--- src/rtl/conv_win_fetch.sv ---
// rtl/conv_win_fetch.sv - CONV 3x3 window fetch with zero padding and layer-0 result write
// Optional feature macro: CONV_SKIP_PAD_EN (READ issues only non-padded taps).
module conv_win_fetch #(
  parameter int IMG_W  = 64,
  parameter int DATA_W = 20,
  parameter int ADDR_W = 12
) (
  input  logic                clk,
  input  logic                reset,
  input  logic                cmd_set,
  input  logic                cmd_read,
  input  logic                cmd_write,
  input  logic                dp_cnt_rst,
  input  logic [DATA_W-1:0]   idata,
  input  logic [DATA_W-1:0]   conv_result,
  output logic [ADDR_W-1:0]   iaddr,
  output logic                set_done,
  output logic                read_done,
  output logic [9*DATA_W-1:0] win_flat,
  output logic                cwr,
  output logic [ADDR_W-1:0]   caddr_wr,
  output logic [DATA_W-1:0]   cdata_wr,
  output logic                write_nyet_done,
  output logic                write_all_done
);

  localparam int            PW      = ADDR_W / 2;
  localparam logic [PW-1:0] POS_MAX = PW'(IMG_W - 1);
  localparam logic [PW:0]   ONE     = 1;

  logic [PW-1:0]     row;
  logic [PW-1:0]     col;
  logic [3:0]        cnt;
  logic [DATA_W-1:0] win [9];

  logic              do_write;
  logic              do_read;
  logic              do_set;
  logic              at_last;
  logic [PW:0]       rx [3];
  logic [PW:0]       cx [3];
  logic [8:0]        pad_vec;
  logic [ADDR_W-1:0] tap_addr [9];
  logic [3:0]        issue_tap;

  assign do_write = cmd_write;
  assign do_read  = cmd_read & ~cmd_write;
  assign do_set   = cmd_set & ~cmd_read & ~cmd_write;

  // One extra bit per coordinate: -1 and IMG_W both land with the top bit set.
  assign rx[0] = {1'b0, row} - ONE;
  assign rx[1] = {1'b0, row};
  assign rx[2] = {1'b0, row} + ONE;
  assign cx[0] = {1'b0, col} - ONE;
  assign cx[1] = {1'b0, col};
  assign cx[2] = {1'b0, col} + ONE;

  for (genvar k = 0; k < 9; k++) begin : g_tap
    assign pad_vec[k]                   = rx[k/3][PW] | cx[k%3][PW];
    assign tap_addr[k]                  = {rx[k/3][PW-1:0], cx[k%3][PW-1:0]};
    assign win_flat[k*DATA_W +: DATA_W] = win[k];
  end

  assign at_last         = (row == POS_MAX) && (col == POS_MAX);
  assign cwr             = do_write;
  assign caddr_wr        = do_write ? {row, col} : '0;
  assign cdata_wr        = do_write ? conv_result : '0;
  assign write_all_done  = do_write & at_last;
  assign write_nyet_done = do_write & ~at_last;
  assign set_done        = do_set;
  assign read_done       = do_read && (cnt == 4'd9);

`ifdef CONV_SKIP_PAD_EN
  logic [3:0] nxt_tap;
  logic [3:0] prev_tap;
  logic       prev_vld;

  // First non-padded tap at or after cnt, and the one after that (9 = none).
  always_comb begin
    issue_tap = 4'd9;
    nxt_tap   = 4'd9;
    for (int k = 8; k >= 0; k--) begin
      if (!pad_vec[k] && (4'(k) >= cnt)) issue_tap = 4'(k);
    end
    for (int k = 8; k >= 0; k--) begin
      if (!pad_vec[k] && (4'(k) > issue_tap)) nxt_tap = 4'(k);
    end
  end
`else
  assign issue_tap = cnt;
`endif

  always_comb begin
    iaddr = '0;
    for (int k = 0; k < 9; k++) begin
      if (do_read && (issue_tap == 4'(k)) && !pad_vec[k]) iaddr = tap_addr[k];
    end
  end

  always_ff @(posedge clk) begin
`ifdef CONV_SKIP_PAD_EN
    prev_vld <= 1'b0;
`endif
    if (reset) begin
      row <= '0;
      col <= '0;
      cnt <= '0;
      for (int k = 0; k < 9; k++) win[k] <= '0;
`ifdef CONV_SKIP_PAD_EN
      prev_tap <= '0;
`endif
    end else if (do_write) begin
      cnt <= '0;
      col <= col + 1'b1;
      if (col == POS_MAX) row <= row + 1'b1;
    end else if (do_read) begin
`ifdef CONV_SKIP_PAD_EN
      if (cnt == 4'd0) begin
        for (int k = 0; k < 9; k++) if (pad_vec[k]) win[k] <= '0;
      end
      // Data for the tap issued last cycle arrives now.
      if (prev_vld) begin
        for (int k = 0; k < 9; k++) if (prev_tap == 4'(k)) win[k] <= idata;
      end
      prev_vld <= (issue_tap != 4'd9);
      prev_tap <= issue_tap;
      if (dp_cnt_rst)          cnt <= '0;
      else if (cnt < 4'd9)     cnt <= nxt_tap;
`else
      for (int k = 0; k < 9; k++) begin
        if (cnt == 4'(k + 1)) win[k] <= pad_vec[k] ? '0 : idata;
      end
      if (dp_cnt_rst)          cnt <= '0;
      else if (cnt < 4'd9)     cnt <= cnt + 4'd1;
`endif
    end else if (do_set) begin
      cnt <= '0;
      for (int k = 0; k < 9; k++) win[k] <= '0;
    end else if (dp_cnt_rst) begin
      cnt <= '0;
    end
  end

endmodule

--- config.mk ---
export PLATFORM = sky130hd
export DESIGN_NAME = conv_win_fetch
export DESIGN_NICKNAME = d
export VERILOG_FILES = /design/src/rtl/conv_win_fetch.sv
export SDC_FILE = /design/constraint.sdc
export NUM_CORES = 1
export LEC_CHECK = 0
export ABC_AREA = 1
export CORE_MARGIN = 1.5
export CORE_UTILIZATION = 50
export CTS_CLUSTER_DIAMETER = 150
export CTS_CLUSTER_SIZE = 30
export DETAILED_ROUTE_END_ITERATION = 16
export GPL_TIMING_DRIVEN = 1
export PLACE_DENSITY = 0.94
export RECOVER_POWER = 50
export REMOVE_ABC_BUFFERS = 1
export SLEW_MARGIN = 5
export SYNTH_ARGS = -nofsm -noshare
export SYNTH_HDL_FRONTEND = slang
export SYNTH_SLANG_ARGS = --single-unit
export TNS_END_PERCENT = 20
--- constraint.sdc ---
create_clock -name clk -period 4.4 [get_ports clk]
set_input_delay 0.88 -clock clk [delete_from_list [all_inputs] [get_ports clk]]
set_output_delay 0.88 -clock clk [all_outputs]
set_load 0.02 [all_outputs]
==> impl_metrics.csv <==
group,metric,value,unit
run_status,status,"finished, final reports clean",
run,maxCapViolations,0,
sta,hold_ws,0.554,ns
synthesis,synth_cell_types,34,
layout,final_cells,1366,
detailed_routing,num_vias,7501,
clock_tree,cts_buffer_depth,2,
detailed_routing,drtIter0Drc,794,
synthesis,ys_top_cells_by_area,"edfxtp_1 63%, nor2_1 8.8%, nand2_1 6.5%, inv_1 4.8%, dfxtp_1 3.7%",
synthesis,yosysWarnings,0,
detailed_routing,wl_met3,2840,um
setup_path,timing.critical_path.mode_cell,"nand2_1",
detailed_routing,drcViolationCount,0,
placed_design,gp_congestion,1.00,
sta,fmax,234,MHz
placed_design,hpwlAfterDp,19900,um
clock_tree,clock_sinks,196,
die,core_area,16600,um2
global_routing,grt_first_pass_wirelength,41900,um
sta,worstMarginPinSlew,1.38,ns
layout,final_common_cell,"nor2_1",
detailed_routing,top_layer,"met4",
sta,final-max-slew-violation-count,0,
clock_tree,root_buffer,"clkbuf_16",
clock_tree,cts_tree,"done",
detailed_routing,avgViaCountPerCell,5.49,
synthesis,ys_ff_latch,196,
synthesis,avgSynthCellArea,10.2,um2
detailed_routing,route.met2.wl,14300,um
power,peakVddDrop,0.000291,V
clock_tree,htreeDepth,4,
setup_path,cpPeakStageDelay,0.66,ns
setup_path,path_cells,"clkdlybuf4s50_1 > clkbuf_1 > nand2_1 > nor2_1 > nand3_1 > nand3_1 > xor2_1 > nand2_1 > nand2_1 > nand2_1 > o211ai_1 > clkdlybuf4s50_1",
setup_path,worstSetupPathType,"in2out",
synthesis,post_synth_inst_count,841,
setup_path,crit_buf_inv,3,
placed_design,dp_cells,1334,
sta,timing.final.crit_share,97.0,%
setup_path,cp_max_fo,5,
sta,final.min_clock_period,4.27,ns
sta,finalClockSkew,0.0130,ns
synthesis,synth_top_cell_area_share,63.1,%
layout,antenna_cells,0,
detailed_routing,drt-met1-wl,9660,um
setup_path,cp_data_required_time,3.52,ns
synthesis,ys.flop_type,"edfxtp_1",
setup_path,crit_family,"buffers and inverters",
die,rows,47,
detailed_routing,wl,28300,um
setup_path,endpoint_kind,"output pin",
detailed_routing,wl_per_cell,20.7,um
worst_hold_path,hold_class,"reg2reg",
sta,max_slew_margin,7.92,%
sta,rsz0062_at_grt,"no",
setup_path,slowest_stage,"clkdlybuf4s50_1",
clock_tree,insertion_delay,0.44,ns
clock_tree,clkSlewWorstSetupHoldPaths,0.07,ns
global_routing,grt_pass1_vias,7215,
layout,nNetsFinal,1187,
synthesis,synth_top_cell_by_area,"edfxtp_1",
setup_path,arrival,3.39,ns
power,power_density,342,nW/um2
power,p_leak,5.56,nW
layout,fillCellCount,1065,
clock_tree,cts_resized,0,
layout,area_growth,42.8,%
worst_hold_path,worstHoldPathCells,2,
sta,setup-tns-final,0,ns
detailed_routing,drt-pass1-iter-count,6,
setup_path,crit_cells,12,
clock_tree,cts_hold_buf,0,
die,ios,275,
layout,layout-drive-gt1-share,6.37,%
synthesis,ys_seq_area_share,66.9,%
synthesis,syn-cell-area,8560,um2
global_routing,grt_usage,31.7,%
die,die_area,17900,um2
global_routing,antenna_found_initial,0,
setup_path,startpoint_type,"primary input",
clock_tree,cts_made_buffers,17,
synthesis,synthArstFlopShare,0,%
die,die_width,134,um
detailed_routing,antenna_left,0,
synthesis,synth_edf_count,180,
setup_path,r2r_cells,8,
clock_tree,cts_setup_buffers,0,
layout,layout_common_cells,"199 x nor2_1, 180 x dlygate4sd3_1, 180 x edfxtp_1",
die,die_h,134,um
global_routing,overflow,0,
global_routing,grt_start_max_net_pins,37,
die,initial_core_util,51.4,%
placed_design,io_buffers,274,
sta,finalHoldViolCount,0,
sta,setup_viol,0,
power breakdown:
| group | switching, mW | total [mW] | internal [mW] | leakage, nW |
|---|---|---|---|---|
| clock | 0.715 | 1.57 | 0.859 | 0.290 |
| sequential | 0.0300 | 2.14 | 2.11 | 2.02 |
| combinational | 0.289 | 0.464 | 0.175 | 3.25 |
cell families after synthesis:
kind of cell,Yosys count,synth area share [%]
adder cells (fa/ha/maj),8,1.17
XOR/XNOR,15,1.53
AO/OA/AOI/OAI,56,3.65
AND/OR/NAND/NOR,414,19.7
flip-flops,196,66.9
buffers and inverters,152,7.12
tightest hold or removal path, cell delays in order (launching register included):
cell,delay (ns)
dfxtp_1,0.36
nand2_1,0.09
a21oi_1,0.06
state kept, by name, summed over array words and instances (netlist names):
| signal | cells |
|---|---|
| cnt | 4 |
| col | 6 |
| win | 180 |
| row | 6 |
metal layers:
layer	vias up	global-route usage, %
met1	3483	36.4
met3	116	6.54
met2	587	56.6
li1	3315	-
met4	0	15.4
met5	-	0
final cells by class:
type / instances / area, um2 / share of cell area, %
clock buffers: 19 / 433 / 3.54
clock inverters: 13 / 169 / 1.38
inverters: 122 / 458 / 3.74
multi-input cells: 493 / 2230 / 18.3
flip-flops and latches: 196 / 5730 / 46.8
well taps: 220 / 275 / 2.25
repair buffers: 303 / 2930 / 24.0
through the flow:
step                      setup slack [ns]  cell area (um2)  total power, mW  util [%]
after global routing               0.00583            12200             4.27      73.5
after detailed placement            0.0773            11600             2.67      70.0
after CTS                           0.0633            12200             4.21      73.6
after floorplan                      0.960             8410             2.38         -
final                                0.130            12200             4.18      73.5
after global placement              0.0851            11600             2.66      70.0
cells in the mapped netlist (all sizes together), types with 2 or more instances:
cell / n
xor2: 14
ha: 8
nand4: 4
nor3: 6
dfxtp: 16
a22oi: 2
a31oi: 5
buf: 21
o21ai: 23
clkbuf: 9
o22ai: 4
inv: 119
a21oi: 17
nand2: 151
a41oi: 2
edfxtp: 180
nand3: 46
clkinv: 3
nor2: 206
path summary, 6_finish.rpt:
check | start | endpoint | slack (ns)
setup / recovery | cmd_read | iaddr[0] | 0.13
hold / removal | cnt[1]$_SDFFE_PP0P_ | cnt[1]$_SDFFE_PP0P_ | 0.55
setup reg to reg | cnt[3]$_SDFFE_PP0P_ | win[0][117]$_SDFFCE_PP0P_ | 1.59
hold reg to reg | cnt[1]$_SDFFE_PP0P_ | cnt[1]$_SDFFE_PP0P_ | 0.55
No activity file was read; power rests on OpenSTA's default activity.
